**src/rtl/regbank_wb_sequencer.sv**
```systemverilog
// Queues register-bank write-back requests from the fast domain and presents one per
// slow_clock slot, holding every bank input stable across the slow rising edge.
module regbank_wb_sequencer #(
  parameter int REGISTER_LENGTH = 32,
  parameter int FIFO_DEPTH      = 4,
  parameter int PC_REGISTER     = 15,
  parameter int SP_REGISTER     = 14
) (
  input  logic                       fast_clock,
  input  logic                       reset,
  input  logic                       slow_clock,
  input  logic                       flush,
  input  logic                       req_valid,
  output logic                       req_ready,
  input  logic [2:0]                 req_control,
  input  logic [3:0]                 req_dest,
  input  logic [REGISTER_LENGTH-1:0] req_data,
  input  logic [REGISTER_LENGTH-1:0] req_sp,
  output logic                       wb_enable,
  output logic [2:0]                 wb_control,
  output logic [3:0]                 wb_dest,
  output logic [REGISTER_LENGTH-1:0] wb_alu_result,
  output logic [REGISTER_LENGTH-1:0] wb_data_from_memory,
  output logic [REGISTER_LENGTH-1:0] wb_new_SP,
  output logic [15:0]                pending,
  output logic [3:0]                 fifo_count
);

  localparam int         PW         = $clog2(FIFO_DEPTH);
  localparam logic [3:0] DEPTH_C    = 4'(FIFO_DEPTH);
  localparam logic [3:0] PC_C       = 4'(PC_REGISTER);
  localparam logic [3:0] SP_C       = 4'(SP_REGISTER);
  localparam logic [2:0] CTRL_ALU   = 3'd1;
  localparam logic [2:0] CTRL_MEM   = 3'd3;
  localparam logic [2:0] CTRL_ENTER = 3'd4;
  localparam logic [2:0] CTRL_COPY  = 3'd6;

  // Registers an entry will write in the bank; SP is touched by everything but ALU/copy.
  function automatic logic [15:0] pending_mask(input logic [2:0] control, input logic [3:0] dest);
    logic [15:0] mask;
    logic        general;
    mask    = 16'h0000;
    general = (dest != PC_C) && (dest != SP_C);
    case (control)
      CTRL_ALU:   mask[dest] = general;
      CTRL_MEM: begin
        mask[dest] = general;
        mask[SP_C] = 1'b1;
      end
      CTRL_ENTER: begin
        mask[SP_C]  = 1'b1;
        mask[4'd13] = 1'b1;
      end
      CTRL_COPY:  mask[dest] = 1'b1;
      default:    mask[SP_C] = 1'b1;
    endcase
    return mask;
  endfunction

  logic [2:0]                 sync_r;
  logic [PW-1:0]              wr_ptr_r;
  logic [PW-1:0]              rd_ptr_r;
  logic [3:0]                 count_r;
  logic [2:0]                 ctrl_mem_r [FIFO_DEPTH];
  logic [3:0]                 dest_mem_r [FIFO_DEPTH];
  logic [REGISTER_LENGTH-1:0] data_mem_r [FIFO_DEPTH];
  logic [REGISTER_LENGTH-1:0] sp_mem_r   [FIFO_DEPTH];
  logic                       wb_enable_r;
  logic [2:0]                 wb_control_r;
  logic [3:0]                 wb_dest_r;
  logic [REGISTER_LENGTH-1:0] wb_alu_result_r;
  logic [REGISTER_LENGTH-1:0] wb_dfm_r;
  logic [REGISTER_LENGTH-1:0] wb_sp_r;
  logic [PW-1:0]              offset_s   [FIFO_DEPTH];
  logic [15:0]                pending_s;
  logic                       boundary_s;
  logic                       push_s;
  logic                       pop_s;

  // A flush swallows both the offered request and a coincident slot boundary.
  assign boundary_s = sync_r[2] & ~sync_r[1] & ~flush;
  assign req_ready  = (count_r < DEPTH_C);
  assign push_s     = req_valid & req_ready & ~flush;
  assign pop_s      = boundary_s & (count_r != 4'd0);

  // Two-flop slow_clock synchroniser; sync_r[2] holds the previous synced sample.
  always_ff @(posedge fast_clock) begin
    if (reset) begin
      sync_r <= 3'b000;
    end else begin
      sync_r <= {sync_r[1:0], slow_clock};
    end
  end

  // FIFO storage, written only on an accepted request.
  always_ff @(posedge fast_clock) begin
    if (push_s) begin
      ctrl_mem_r[wr_ptr_r] <= req_control;
      dest_mem_r[wr_ptr_r] <= req_dest;
      data_mem_r[wr_ptr_r] <= req_data;
      sp_mem_r[wr_ptr_r]   <= req_sp;
    end
  end

  // FIFO pointers/occupancy and the presented entry, which only changes on a slot boundary.
  always_ff @(posedge fast_clock) begin
    if (reset || flush) begin
      wr_ptr_r        <= {PW{1'b0}};
      rd_ptr_r        <= {PW{1'b0}};
      count_r         <= 4'd0;
      wb_enable_r     <= 1'b0;
      wb_control_r    <= 3'd0;
      wb_dest_r       <= 4'd0;
      wb_alu_result_r <= {REGISTER_LENGTH{1'b0}};
      wb_dfm_r        <= {REGISTER_LENGTH{1'b0}};
      wb_sp_r         <= {REGISTER_LENGTH{1'b0}};
    end else begin
      if (push_s) begin
        wr_ptr_r <= wr_ptr_r + PW'(1'b1);
      end
      if (pop_s) begin
        rd_ptr_r <= rd_ptr_r + PW'(1'b1);
      end
      count_r <= count_r + {3'b000, push_s} - {3'b000, pop_s};
      if (boundary_s) begin
        if (pop_s) begin
          wb_enable_r     <= 1'b1;
          wb_control_r    <= ctrl_mem_r[rd_ptr_r];
          wb_dest_r       <= dest_mem_r[rd_ptr_r];
          wb_alu_result_r <= data_mem_r[rd_ptr_r];
          wb_dfm_r        <= (ctrl_mem_r[rd_ptr_r] == CTRL_MEM) ? data_mem_r[rd_ptr_r]
                                                                : {REGISTER_LENGTH{1'b0}};
          wb_sp_r         <= sp_mem_r[rd_ptr_r];
        end else begin
          wb_enable_r     <= 1'b0;
          wb_control_r    <= 3'd0;
          wb_dest_r       <= 4'd0;
          wb_alu_result_r <= {REGISTER_LENGTH{1'b0}};
          wb_dfm_r        <= {REGISTER_LENGTH{1'b0}};
          wb_sp_r         <= {REGISTER_LENGTH{1'b0}};
        end
      end
    end
  end

  // OR of the write masks of every live FIFO slot plus the presented entry.
  always_comb begin
    pending_s = 16'h0000;
    for (int i = 0; i < FIFO_DEPTH; i++) begin
      offset_s[i] = PW'(i) - rd_ptr_r;
      pending_s   = pending_s | ((4'(offset_s[i]) < count_r)
                                 ? pending_mask(ctrl_mem_r[i], dest_mem_r[i]) : 16'h0000);
    end
    pending_s = pending_s | (wb_enable_r ? pending_mask(wb_control_r, wb_dest_r) : 16'h0000);
  end

  assign pending             = pending_s;
  assign fifo_count          = count_r;
  assign wb_enable           = wb_enable_r;
  assign wb_control          = wb_control_r;
  assign wb_dest             = wb_dest_r;
  assign wb_alu_result       = wb_alu_result_r;
  assign wb_data_from_memory = wb_dfm_r;
  assign wb_new_SP           = wb_sp_r;

endmodule
```
**config.mk**
```make
export PLATFORM = sky130hd
export DESIGN_NAME = regbank_wb_sequencer
export DESIGN_NICKNAME = d
export VERILOG_FILES = /design/src/rtl/regbank_wb_sequencer.sv
export SDC_FILE = /design/constraint.sdc
export NUM_CORES = 1
export LEC_CHECK = 0
export ABC_AREA = 0
export CAP_MARGIN = 20
export CORE_ASPECT_RATIO = 1.2
export CORE_MARGIN = 2
export CORE_UTILIZATION = 35
export CTS_CLUSTER_DIAMETER = 100
export DETAILED_ROUTE_END_ITERATION = 7
export MAX_ROUTING_LAYER = met4
export PLACE_DENSITY = 0.65
export SYNTH_ARGS = -nofsm -noshare
export SYNTH_HDL_FRONTEND = slang
export SYNTH_SLANG_ARGS = --single-unit
```
**constraint.sdc**
```tcl
create_clock -name fast_clock -period 3.8 [get_ports fast_clock]
set_clock_uncertainty 0.05 [all_clocks]
set_input_delay 0.95 -clock fast_clock [delete_from_list [all_inputs] [get_ports fast_clock]]
set_output_delay 0.95 -clock fast_clock [all_outputs]
set_load 0.03 [all_outputs]
```
# Yosys cells after proc, flatten, opt, wreduce, memory -nomap -nowiden
# Memory sizes are Yosys's and may differ from the RTL's. A register that Yosys moved wholly into a read port is not among the register bits.
# Index checks and enable logic that the tools add are counted.
[totals]
ff_bits = 115
ram_bits = 284
inputBits = 76
out_inout_bits = 125
wordCells = 153
n_memories = 4
[mem_list]
columns = ["name", "depth", "word_bits", "rd", "rd_clocked_by_memory_dff", "wr", "line_no", "source"]
rows = [
  ["data_mem_r", 4, 32, 1, 1, 1, "66", "logic [REGISTER_LENGTH-1:0] data_mem_r [FIFO_DEPTH];"],
  ["sp_mem_r", 4, 32, 1, 1, 1, "67", "logic [REGISTER_LENGTH-1:0] sp_mem_r [FIFO_DEPTH];"],
  ["dest_mem_r", 4, 4, 5, 1, 1, "65", "logic [3:0] dest_mem_r [FIFO_DEPTH];"],
  ["ctrl_mem_r", 4, 3, 5, 1, 1, "64", "logic [2:0] ctrl_mem_r [FIFO_DEPTH];"],
]
[op_classes]
add_sub_neg = 8
n_lt_le_gt_ge = 15
n_eq_ne = 31
n_mux = 52
n_bitwise = 16
n_reduce_logical = 17
[op_table]
columns = ["operator", "count"]
rows = [
  ["case mux 13 bit (2 select lines)", 5],
  ["two-way mux 32 bit", 4],
  ["bitwise AND 16 bit", 5],
  ["two-way mux 16 bit", 5],
  ["OR 16 bit", 4],
  ["!= test 4 bit (second input constant)", 10],
  ["== test 3 bit (second input constant)", 10],
  ["less-than comparator 4 x 5 -> 1 bit (second input constant)", 5],
  ["demux 1 bit (select 4 bit)", 5],
  ["greater-or-equal comparator 4 x 1 -> 1 bit (second input constant)", 5],
  ["case mux 1 bit (2 select lines)", 10],
  ["== test 3 x 2 -> 1 bit (second input constant)", 6],
  ["less-than comparator 2 x 4 -> 1 bit", 4],
  ["two-way mux 2 bit", 8],
  ["== test 3 x 1 -> 1 bit (second input constant)", 5],
  ["case mux 1 bit (3 select lines)", 5],
  ["logical AND 1 bit", 10],
  ["OR reduction 2 bit", 5],
  ["two-way mux 1 bit", 8],
  ["bitwise AND 1 bit", 5],
  ["adder 2 x 1 -> 2 bit (second input constant)", 2],
  ["adder 4 x 1 -> 4 bit", 1],
  ["less-than comparator 4 x 3 -> 1 bit (second input constant)", 1],
  ["two-way mux 4 bit", 1],
  ["7 further kinds", 10],
]

# Logic depth before layout (Yosys ltp)
# Gate-level depths: netlist of the first run.
[depth]
depth_word = 11
depth_mapped = 13
mapped_depth_nobuf = 12

# Worst setup path before layout of the first run
# OpenSTA, ideal clock, no wires.
[synth_timing]
kind = "register -> register"
startpoint = "reg count_r[2], in the netlist fifo_count[2]"
endpoint = "mem ctrl_mem_r[0][0] (enable)"
setup_time_ns = 0.437
arrival_ns = 3.104
required_ns = 3.313
setup_slack_ns = 0.209
path_stages_with_launch = 7
n_path_buf = 1
synth_period_minus_slack_ns = 3.591
cell_sequence = "dfxtp_1 > inv_1 > ha_1 > buf_2 > nand2_1 > nor2_1 > and2_1"
[synth_between]
elab_chain_len = 5
[synth_rtl]
columns = ["item", "line_no", "source"]
rows = [
  ["start: declaration", "63", "logic [3:0] count_r;"],
  ["start signal: assignment", "124", "count_r <= count_r + {3'b000, push_s} - {3'b000, pop_s};"],
  ["less-than comparator 4 x 3 -> 1 bit", "82", "assign req_ready = (count_r < DEPTH_C);"],
  ["via req_ready", "14", "output logic req_ready,"],
  ["bitwise AND 1 bit (2 in series)", "83", "assign push_s = req_valid & req_ready & ~flush;"],
  ["two-way mux 1 bit", "97", "if (push_s) begin"],
  ["two-way mux 1 bit (not written as such)", "98", "ctrl_mem_r[wr_ptr_r] <= req_control;"],
  ["end: declaration", "64", ""],
]
# The timed path passes the listed nets, and every way through them passes these cells.

# Final worst setup path of the first run
[layout_timing]
startpoint = "reg rd_ptr_r[1]"
endpoint = "out pending[15]"
[layout_between]
elab_chain_len = 7
word_cells_on_any_way = 16
cone_classes = "add/sub: 4; order compare: 4; mux: 4; bitwise: 4"
[layout_rtl]
columns = ["item", "line_no", "source"]
rows = [
  ["start: declaration", "62", "logic [PW-1:0] rd_ptr_r;"],
  ["start signal: assignment", "109", "rd_ptr_r <= {PW{1'b0}};"],
  ["start signal: assignment", "122", "rd_ptr_r <= rd_ptr_r + PW'(1'b1);"],
  ["subtractor 1 x 2 -> 2 bit", "150", "offset_s[i] = PW'(i) - rd_ptr_r;"],
  ["less-than comparator 2 x 4 -> 1 bit", "151", "pending_s = pending_s | ((4'(offset_s[i]) < count_r)"],
  ["two-way mux 16 bit", "152", "? pending_mask(ctrl_mem_r[i], dest_mem_r[i]) : 16'h0000);"],
  ["OR 16 bit (2 in series)", "151", ""],
  ["OR 16 bit (*)", "151", ""],
  ["OR 16 bit (*)", "154", "pending_s = pending_s | (wb_enable_r ? pending_mask(wb_control_r, wb_dest_r) : 16'h0000);"],
  ["end: declaration", "25", "output logic [15:0] pending,"],
]
# Every way passes the cells marked *; elsewhere a longest branch is shown, timed or not.

==> results of run 1 <==
per-layer routing:
layer	track usage [%]	up-vias	share of wire, %
met4	6.22	0	2.5
met2	29.7	221	51
met3	3.37	67	5.3
met5	-	-	0
met1	21.3	4792	41
li1	-	4335	-
final timing paths:
| kind | from | end | slack [ps] | depth (start not counted) |
|---|---|---|---|---|
| setup / recovery | rd_ptr_r[1]$_SDFFE_PP0P_ | pending[15] | 100 | 8 |
| hold / removal | sync_r[0]$_SDFF_PP0_ | sync_r[1]$_SDFF_PP0_ | 390 | 1 |
| setup reg to reg | fifo_count[2]$_SDFF_PP0_ | fifo_count[2]$_SDFF_PP0_ | 1160 | 13 |
| hold reg to reg | sync_r[0]$_SDFF_PP0_ | sync_r[1]$_SDFF_PP0_ | 390 | 1 |
flip-flops by register name (all words and copies together), names as in the netlist, named ones only:
signal               flops
wb_alu_result           32
dest_mem_r              16
rd_ptr_r                 2
wr_ptr_r                 2
data_mem_r             128
wb_new_SP               32
sp_mem_r               128
sync_r                   3
wb_data_from_memory     32
fifo_count               4
wb_control               3
wb_enable                1
ctrl_mem_r              12
wb_dest                  4
synthesized netlist by cell type (4+ instances only):
| master | count |
|---|---|
| buf_6 | 7 |
| nor2_1 | 69 |
| nand4_1 | 4 |
| o22ai_1 | 12 |
| dfxtp_1 | 117 |
| o21ai_2 | 30 |
| or3_1 | 7 |
| nand3b_1 | 9 |
| nor2b_1 | 10 |
| and2_1 | 6 |
| a211o_1 | 5 |
| o21ai_1 | 8 |
| clkbuf_1 | 29 |
| a21oi_1 | 46 |
| mux4_2 | 71 |
| nand2_1 | 118 |
| a22oi_1 | 40 |
| nand4b_1 | 4 |
| edfxtp_1 | 284 |
| nand2b_1 | 14 |
| inv_1 | 19 |
| buf_2 | 19 |
| ha_1 | 13 |
| nor3b_1 | 5 |
| nor3_1 | 7 |
| xnor2_1 | 5 |
| nand3_1 | 11 |
cell type report:
class | count | share of cell area (%)
Sequential cell | 401 | 55.3
Multi-Input combinational cell | 541 | 22.7
Timing Repair Buffer | 228 | 11.3
Clock buffer | 54 | 5.73
Tap cell | 559 | 3.56
Clock inverter | 22 | 0.993
Inverter | 19 | 0.363
Antenna cell | 3 | 0.0382
stage by stage:
step                std cells  cell area [um^2]
finish                   1827             19700
global route             1827             19700
CTS                      1824             19700
detailed placement       1748             18300
global placement         1748             18300
floorplan                1018             15600
power breakdown:
part / leakage, uW / switching, uW / internal, uW
registers: 0.00352 / 19.0 / 4740
clock network: 0.000643 / 1650 / 2300
logic: 0.00211 / 153 / 134
timing repair:
action / CTS / global route
hold buffers: 0 / 0
resized for setup: 32 / 29
buffers inserted: 0 / 0
hold endpoints to repair: 0 / 0
pin swaps: 0 / 1
setup endpoints to repair: 16 / 13
cells by family after synthesis:
group	Yosys count	share of synthesized area, %
compound gates	172	7.81
xor+xnor	6	0.337
fa+ha+maj	14	1.17
buf+inv	76	2.37
flops	401	69.7
mux	71	10.3
simple gates	278	8.38
==> metrics.txt, run 1 <==
Synth top area share=a little over half; slowest CP cell=or4_1; Synth Register Bits=401; hpwl dp=24600 um; area delta synth->final=26.1%; Vias=between 9000 and 10000; critical-path cell list=xnor2_2 > inv_1 > ha_1 > a21oi_4 > nor2_2 > or4_1 > nand4_1 > clkbuf_4; fill cell count=between 3000 and 4000; DRT iter0 DRCs=between 500 and 600; Die Area=approximately 0.046 mm^2; Die Ht=~240 um; CP top delay family=simple AND/OR/NAND/NOR gates; Worst slew margin=51.8%; syn_area_per_cell=between 15 and 20 um^2; unrepaired setup endpoints after global routing=no; worst slew pin tran=around 720 ps; NumNets Final=approximately 1300; crit path kind=reg2out; max-cap viol count=0; CP bufs+invs=2; largest net degree at the start of global routing=75; effective utilization at floorplan=35.5%; DRC violations left=0; Antenna Nets Post-Route=0; min cycle time layout=approximately 3700 ps; predominant post-synthesis flop cell=edfxtp_1; CP Launch Type=flop; most frequent cells in the layout=284 x edfxtp_1, 184 x clkdlybuf4s50_1, 118 x nand2_1, 114 x dfxtp_1, 71 x mux4_2; H-tree levels=2; Root Driver=clkbuf_16; post-synth top area cell=edfxtp_1; clock-pin slew on the worst setup and hold paths=approximately 60 ps; Ys Warns=0; drt total wl=39400 um; Seq/Total Area, Yosys=69.7%; Post-synth EDFFs=between 200 and 300; share of layout cells above drive strength 1=roughly 18%; CTS tree=yes; Peak VDD IR=348 uV; area occupied by multi-input gates=around 0.0045 mm^2; Lkg Pwr=between 0.006 and 0.007 uW; worst setup margin=between 90 and 100 ps; Design Power=8990 uW; total iterations of the first detailed-routing run=5; synth top area cells=edfxtp_1 55%, dfxtp_1 15%, mux4_2 10%, nand2_1 2.8%, a22oi_1 1.9%; Async SR Flop Fraction=0%; antenna violations before repair=3; Final TNS setup=0 ps; Post-Syn Instances=~1000; Ports=201; worst hold path class=reg2reg; largest fanout on the critical path=5; worst skew pair latency=560 ps; CTS buffer count=42; gr usage total=between 10% and 20%; global route total overflow=0; final setup fails=0; max incr delay on CP=between 500 and 600 ps; final hold violations=0; Final Util=between 40% and 50%; crit path DAT=between 2000 and 3000 ps; outcome=completed; Setup crit end kind=output port; first-pass GRT wire length=between 60000 and 70000 um; period utilisation layout=between 90% and 100%; hold slack=just under 400 ps; CP required=~2800 ps; syn nets=approximately 1100; clock sink count=~400; commonest non-fill, non-tap cell in the layout=edfxtp_1; die width=between 150 and 200 um; row count=84; Core Region=0.0439 mm^2; power per cell area=about 460 mW/mm^2; dpl ws=about 190 ps; vias per cell=5.15; final max-slew violation count=0; vias in the first global route=a little under 10000; synth unique cells=57; number of port buffers=200; register area=between 0.01 and 0.015 mm^2; wire per inst=21.5 um; FMAX=270 MHz; CTS max path bufs=3; synthesized area=about 0.016 mm^2; routability congestion estimate from global placement=approximately 0.86
Note: power is estimated with default switching activity, not from simulation.
==> run 2, diff against run 1 <==
SKIP_CTS_REPAIR_TIMING = 1   (was not set)
==> metrics.txt, run 2 (synthesis gave the netlist of run 1 again) <==
CTS tree=yes; R2R Path End=fifo_count[2]$_SDFF_PP0_; Design Power=8990 uW (about the same); Die Area=0.0463 mm^2 (unchanged); outcome=completed; crit path DAT=2710 ps (about the same); Ports=201 (unchanged); Vias=9476 (+0.65%); critical-path cell list=xnor2_2 > inv_1 > ha_1 > a21oi_4 > nor2_2 > or4_1 > nand4_1 > clkbuf_4; CTS buffer count=42 (unchanged); worst skew pair latency=560 ps (about the same); wire per inst=21.5 um (about the same); antenna violations before repair=3 (unchanged); unrepaired setup endpoints after global routing=no; max-cap viol count=0 (unchanged); final hold violations=0 (unchanged); Antenna Nets Post-Route=0 (unchanged); global route total overflow=0 (unchanged); fill cell count=3879 (-0.21%); CP bufs+invs=2 (unchanged); die width=197 um (unchanged); Peak VDD IR=347 uV (-0.43%); most frequent cells in the layout=284 x edfxtp_1, 184 x clkdlybuf4s50_1, 118 x nand2_1, 114 x dfxtp_1, 71 x mux4_2; DRC violations left=0 (unchanged); HP Start=sync_r[0]$_SDFF_PP0_; period utilisation layout=97.5% (about the same); largest fanout on the critical path=5 (unchanged); H-tree levels=2 (unchanged); drt total wl=39300 um (about the same); clock-pin slew on the worst setup and hold paths=60 ps (about the same); internal power=7170 uW (about the same); total iterations of the first detailed-routing run=5 (unchanged); Worst R2R Path Depth=13 (unchanged); area delta synth->final=26.5%; largest net degree at the start of global routing=75 (unchanged); first-pass GRT wire length=60100 um (about the same); vias in the first global route=9817 (-0.061%); sw frac=20.2% (about the same); top routing layer used=met4; Core Region=0.0439 mm^2 (unchanged); max incr delay on CP=530 ps (about the same); met1 wire length=16100 um (-0.32%); Lkg Pwr=0.00650 uW (+3.6%); worst hold path class=reg2reg; commonest non-fill, non-tap cell in the layout=edfxtp_1; dpl ws=188 ps (unchanged); cell depth of the worst hold path=1 (unchanged); non-filler cells, final=1827 (unchanged); row count=84 (unchanged); hpwl dp=24600 um (unchanged); Setup crit end kind=output port; NumNets Final=1323 (unchanged); CP top delay family=simple AND/OR/NAND/NOR gates; effective utilization at floorplan=35.5% (unchanged); DRT iter0 DRCs=570 (-2.2%); FMAX=270 MHz (about the same); WHS Endpoint=sync_r[1]$_SDFF_PP0_; number of port buffers=200 (unchanged); WL met3=2130 um (+2.0%); routability congestion estimate from global placement=0.862 (unchanged); CP required=2800 ps (about the same); setup slack, reg-to-reg=1080 ps (-80 ps); worst slew pin tran=717 ps (-6.41 ps); met2 WL=20100 um (about the same); crit path kind=reg2out; area occupied by multi-input gates=0.00444 mm^2 (-0.22%); power per cell area=455 mW/mm^2 (-0.36%); final max-slew violation count=0 (unchanged); Regs by FF count=data_mem_r (128), sp_mem_r (128); min cycle time layout=3710 ps (+2.47 ps); share of layout cells above drive strength 1=17.2% (-0.71 points); clock share of power=43.9% (about the same); DP Cell Count=1748 (unchanged); gr usage total=17.7% (about the same); reg-to-reg startpoint=fifo_count[2]$_SDFF_PP0_; net switching power=1820 uW (about the same); Final TNS setup=0 ps (unchanged); slowest CP cell=or4_1; Root Driver=clkbuf_16; register share of total power=52.9% (about the same); clock sink count=401 (unchanged); Die Ht=235 um (unchanged); final setup fails=0 (unchanged); worst setup margin=94.3 ps (-2.47 ps); Comb power frac=3.2% (about the same); register area=0.0109 mm^2 (unchanged); vias per cell=5.19 (+0.65%); Worst slew margin=52.2% (+0.43 points); CP Launch Type=flop; CTS max path bufs=3 (unchanged)
==> run 2: cell count changes in the layout (fill, tap and decap cells not counted), sizes merged <==
cell / delta
buf: -1
clkbuf: -8
clkdlybuf4s15: -2
dlygate4sd2: -3
dlymetal6s2s: +14
==> run 2: how the worst max path moves through the flow <==
stage,from,endpoint,slack (ps),depth (start not counted)
floorplan,fifo_count[2]$_SDFF_PP0_,ctrl_mem_r[0][0]$_DFFE_PP_,210,6
global placement,rd_ptr_r[1]$_SDFFE_PP0P_,pending[15],230,8
detailed placement,fifo_count[1]$_SDFF_PP0_,pending[1],190,8
CTS,fifo_count[1]$_SDFF_PP0_,pending[1],-430,8
global route,rd_ptr_r[0]$_SDFFE_PP0P_,pending[15],30,8
finish,rd_ptr_r[1]$_SDFFE_PP0P_,pending[15],90,8
==> run 2: stage by stage <==
step / utilization, % / area, um^2 / hold WS [ps]
finish: 44.9 / 19700 / 392
global route: 44.9 / 19700 / 408
detailed placement: 41.7 / 18300 / 387
CTS: 44.7 / 19700 / 390
global placement: 41.7 / 18300 / 383
floorplan: - / 15600 / 364
==> run 2: power groups by stage <==
stage	sequential (uW)	combinational, uW	clock, uW
floorplan	4850	115	0
global placement	4840	285	0
CTS	4750	293	4050
detailed placement	4850	291	0
finish	4750	288	3950
global route	4760	313	4220
==> run 2: cell type report <==
class | instances | share of cell area (%)
sequential | 401 | 55.1
inverter | 19 | 0.361
antenna | 3 | 0.0380
clock buffer | 54 | 5.71
tap | 559 | 3.54
timing repair buffer | 228 | 11.7
multi-input combinational | 541 | 22.5
clock inverter | 22 | 0.989
==> run 2: routing by layer <==
| metal | vias up | GRT usage, % |
|---|---|---|
| li1 | 4332 | - |
| met1 | 4823 | 21.3 |
| met2 | 254 | 29.8 |
| met3 | 67 | 3.38 |
| met4 | 0 | 6.15 |
| met5 | - | - |
==> run 3, diff against run 2 <==
ABC_AREA = 1   (was 0)
CORE_MARGIN = not set   (was 2)
PLACE_DENSITY = 0.64   (was 0.65)
==> metrics.txt, run 3 <==
outcome=completed; crit path kind=reg2out; Final TNS setup=0 ps (unchanged); largest net degree at the start of global routing=85 (+13%); Async SR Flop Fraction=0% (unchanged); predominant post-synthesis flop cell=edfxtp_1; M1 GR Usage=23.5% (+2.2 points); Ys Warns=0 (unchanged); commonest non-fill, non-tap cell in the layout=nand2_1; clock sink count=401 (unchanged); Setup crit end kind=output port; CTS max path bufs=3 (unchanged); final hold violations=0 (unchanged); first-pass GRT wire length=68400 um (+14%); Root Driver=clkbuf_16; max-cap viol count=0 (unchanged); Core Region=0.0471 mm^2 (+7.3%); crit path DAT=2550 ps (-160 ps); Synth top area share=50.8% (-3.9 points); vias in the first global route=11744 (+20%); unrepaired setup endpoints after global routing=no; CP required=2800 ps (about the same); Die Ht=242 um (+2.9%); Post-Syn Instances=1660 (+63%); NumNets Final=1927 (+46%); largest fanout on the critical path=16 (+11); Final Cell Area=0.0209 mm^2 (+5.8%); CTS buffer count=42 (unchanged); Synth Register Bits=401 (unchanged); share of layout cells above drive strength 1=9.04% (-8.2 points); number of port buffers=200 (unchanged); area delta synth->final=24.3%; Ports=201 (unchanged); worst skew pair latency=560 ps (about the same); effective utilization at floorplan=35.6% (+0.13 points); most frequent cells in the layout=414 x nand2_1, 284 x edfxtp_1, 233 x nor2_1, 184 x clkdlybuf4s50_1, 133 x nand3_1; hpwl dp=28000 um (+14%); DRC violations left=0 (unchanged); die width=202 um (+2.7%); syn_area_per_cell=10.1 um^2 (-34%); Vias=12264 (+29%); Peak VDD IR=367 uV (+6.0%); dpl ws=219 ps (+31.2 ps); final setup fails=0 (unchanged); Die Area=0.0489 mm^2 (+5.6%); synth unique cells=31 (-46%); Post-synth top cells=418 x nand2_1, 284 x edfxtp_1, 237 x nor2_1; Regs by FF count=data_mem_r (128), sp_mem_r (128); fill cell count=4360 (+12%); Area after DPL=0.0194 mm^2 (+5.7%); total iterations of the first detailed-routing run=5 (unchanged); vias per cell=4.90 (-5.5%); drt total wl=44300 um (+12%); worst hold path class=reg2reg; synth top area cells=edfxtp_1 51%, dfxtp_1 14%, nand2_1 9.3%, nor2_1 5.3%, nand3_1 4.0%; period utilisation layout=93.5% (-4.0 points); Post-synth EDFFs=284 (unchanged); CTS tree=yes; global route total overflow=0 (unchanged); most frequent cell after synthesis=nand2_1; busiest layer in global routing=met2; worst setup margin=246 ps (+152 ps); clock-pin slew on the worst setup and hold paths=60 ps (about the same); antenna violations before repair=9 (+6); row count=87 (+3.6%); post-synth top area cell=edfxtp_1; Lkg Pwr=0.00762 uW (+17%); power per cell area=445 mW/mm^2 (-2.3%); Worst slew margin=33.4% (-19 points); final max-slew violation count=0 (unchanged); Final Util=44.3% (-0.61 points); syn nets=1750 (+58%); synthesized area=0.0168 mm^2 (+7.7%); Seq/Total Area, Yosys=64.7% (-5.0 points); H-tree levels=2 (unchanged); min cycle time layout=3550 ps (-152 ps); CP Launch Type=flop; met2 track demand over resource=29.4% (-0.39 points); Antenna Nets Post-Route=0 (unchanged); M3 GR Usage=3.69% (+0.30 points); wire per inst=17.7 um (-18%); gr usage total=18.6% (+0.87 points); routability congestion estimate from global placement=0.865 (+0.42%); DRT iter0 DRCs=697 (+22%); FMAX=281 MHz (+4.3%); worst slew pin tran=999 ps (+282 ps)
run 3: cell types whose count changed after synthesis, sizes merged, moves of 7 or more:
cell    delta
nand2    +304
nor2     +168
nand3    +154
a21oi     +72
mux4      -71
inv       +66
a22oi     -40
o21ai     +40
buf       +31
o22ai     +20
nand2b    -15
nor2b     -10
nand3b     -9
or3        -7
run 3: logic make-up (layout without fill, tap and decap cells):
family / Yosys count / count (layout) / synth area share, %
simple gates: 833 / 833 / 21.1
flops: 401 / 401 / 64.7
compound gates: 236 / 236 / 8.00
buf+inv: 174 / 383 / 5.02
fa+ha+maj: 14 / 14 / 1.09
xor+xnor: 2 / 2 / 0.104
other cells: 0 / 9 / 0
run 3: final timing paths:
kind                            start                       end  slack (ps)  depth (start not counted)
min reg2reg      sync_r[0]$_SDFF_PP0_      sync_r[1]$_SDFF_PP0_         360                          2
min              sync_r[0]$_SDFF_PP0_      sync_r[1]$_SDFF_PP0_         360                          2
max          fifo_count[2]$_SDFF_PP0_                pending[9]         250                          8
max reg2reg  fifo_count[2]$_SDFF_PP0_  fifo_count[2]$_SDFF_PP0_        1200                         11
run 3: power breakdown:
group	switching [uW]	internal (uW)	leakage (uW)
clock	1690	2520	0.000702
combinational	206	123	0.00340
sequential	18.3	4740	0.00352
total	1910	7380	0.00762
run 3: cell type report:
cell class | count | area (um^2) | share of cell area [%]
flip-flops and latches | 401 | 10900 | 52.1
multi-input cells | 1085 | 5140 | 24.6
repair buffers | 222 | 2310 | 11.0
clock buffers | 57 | 1250 | 6.00
well taps | 623 | 779 | 3.73
inverters | 85 | 327 | 1.56
clock inverters | 19 | 181 | 0.869
diodes | 9 | 22.5 | 0.108
run 3: worst max-delay path, cell delays in order, from the launching register on:
cell and delay (ps):
dfxtp_1 310, inv_1 80, ha_1 520, nand2_2 330
nand3_1 140, nand2_1 70, nor2_1 210, nand2_1 80
dlymetal6s2s_1 250
run 3: through the flow:
stage               hold slack (ps)  total power (uW)  std cells
floorplan                       338              5000       1660
global placement                354              5180       2416
detailed placement              352              5180       2416
CTS                             363              9400       2492
global route                    386              9610       2501
finish                          362              9290       2501
run 3: metal layers:
metal | routed length (um) | part of all wire, % | vias up
met2 | 21000 | 47 | 331
met4 | 1340 | 3.0 | 0
li1 | - | - | 5993
met1 | 19200 | 43 | 5858
met5 | 0 | 0 | -
met3 | 2740 | 6.2 | 82
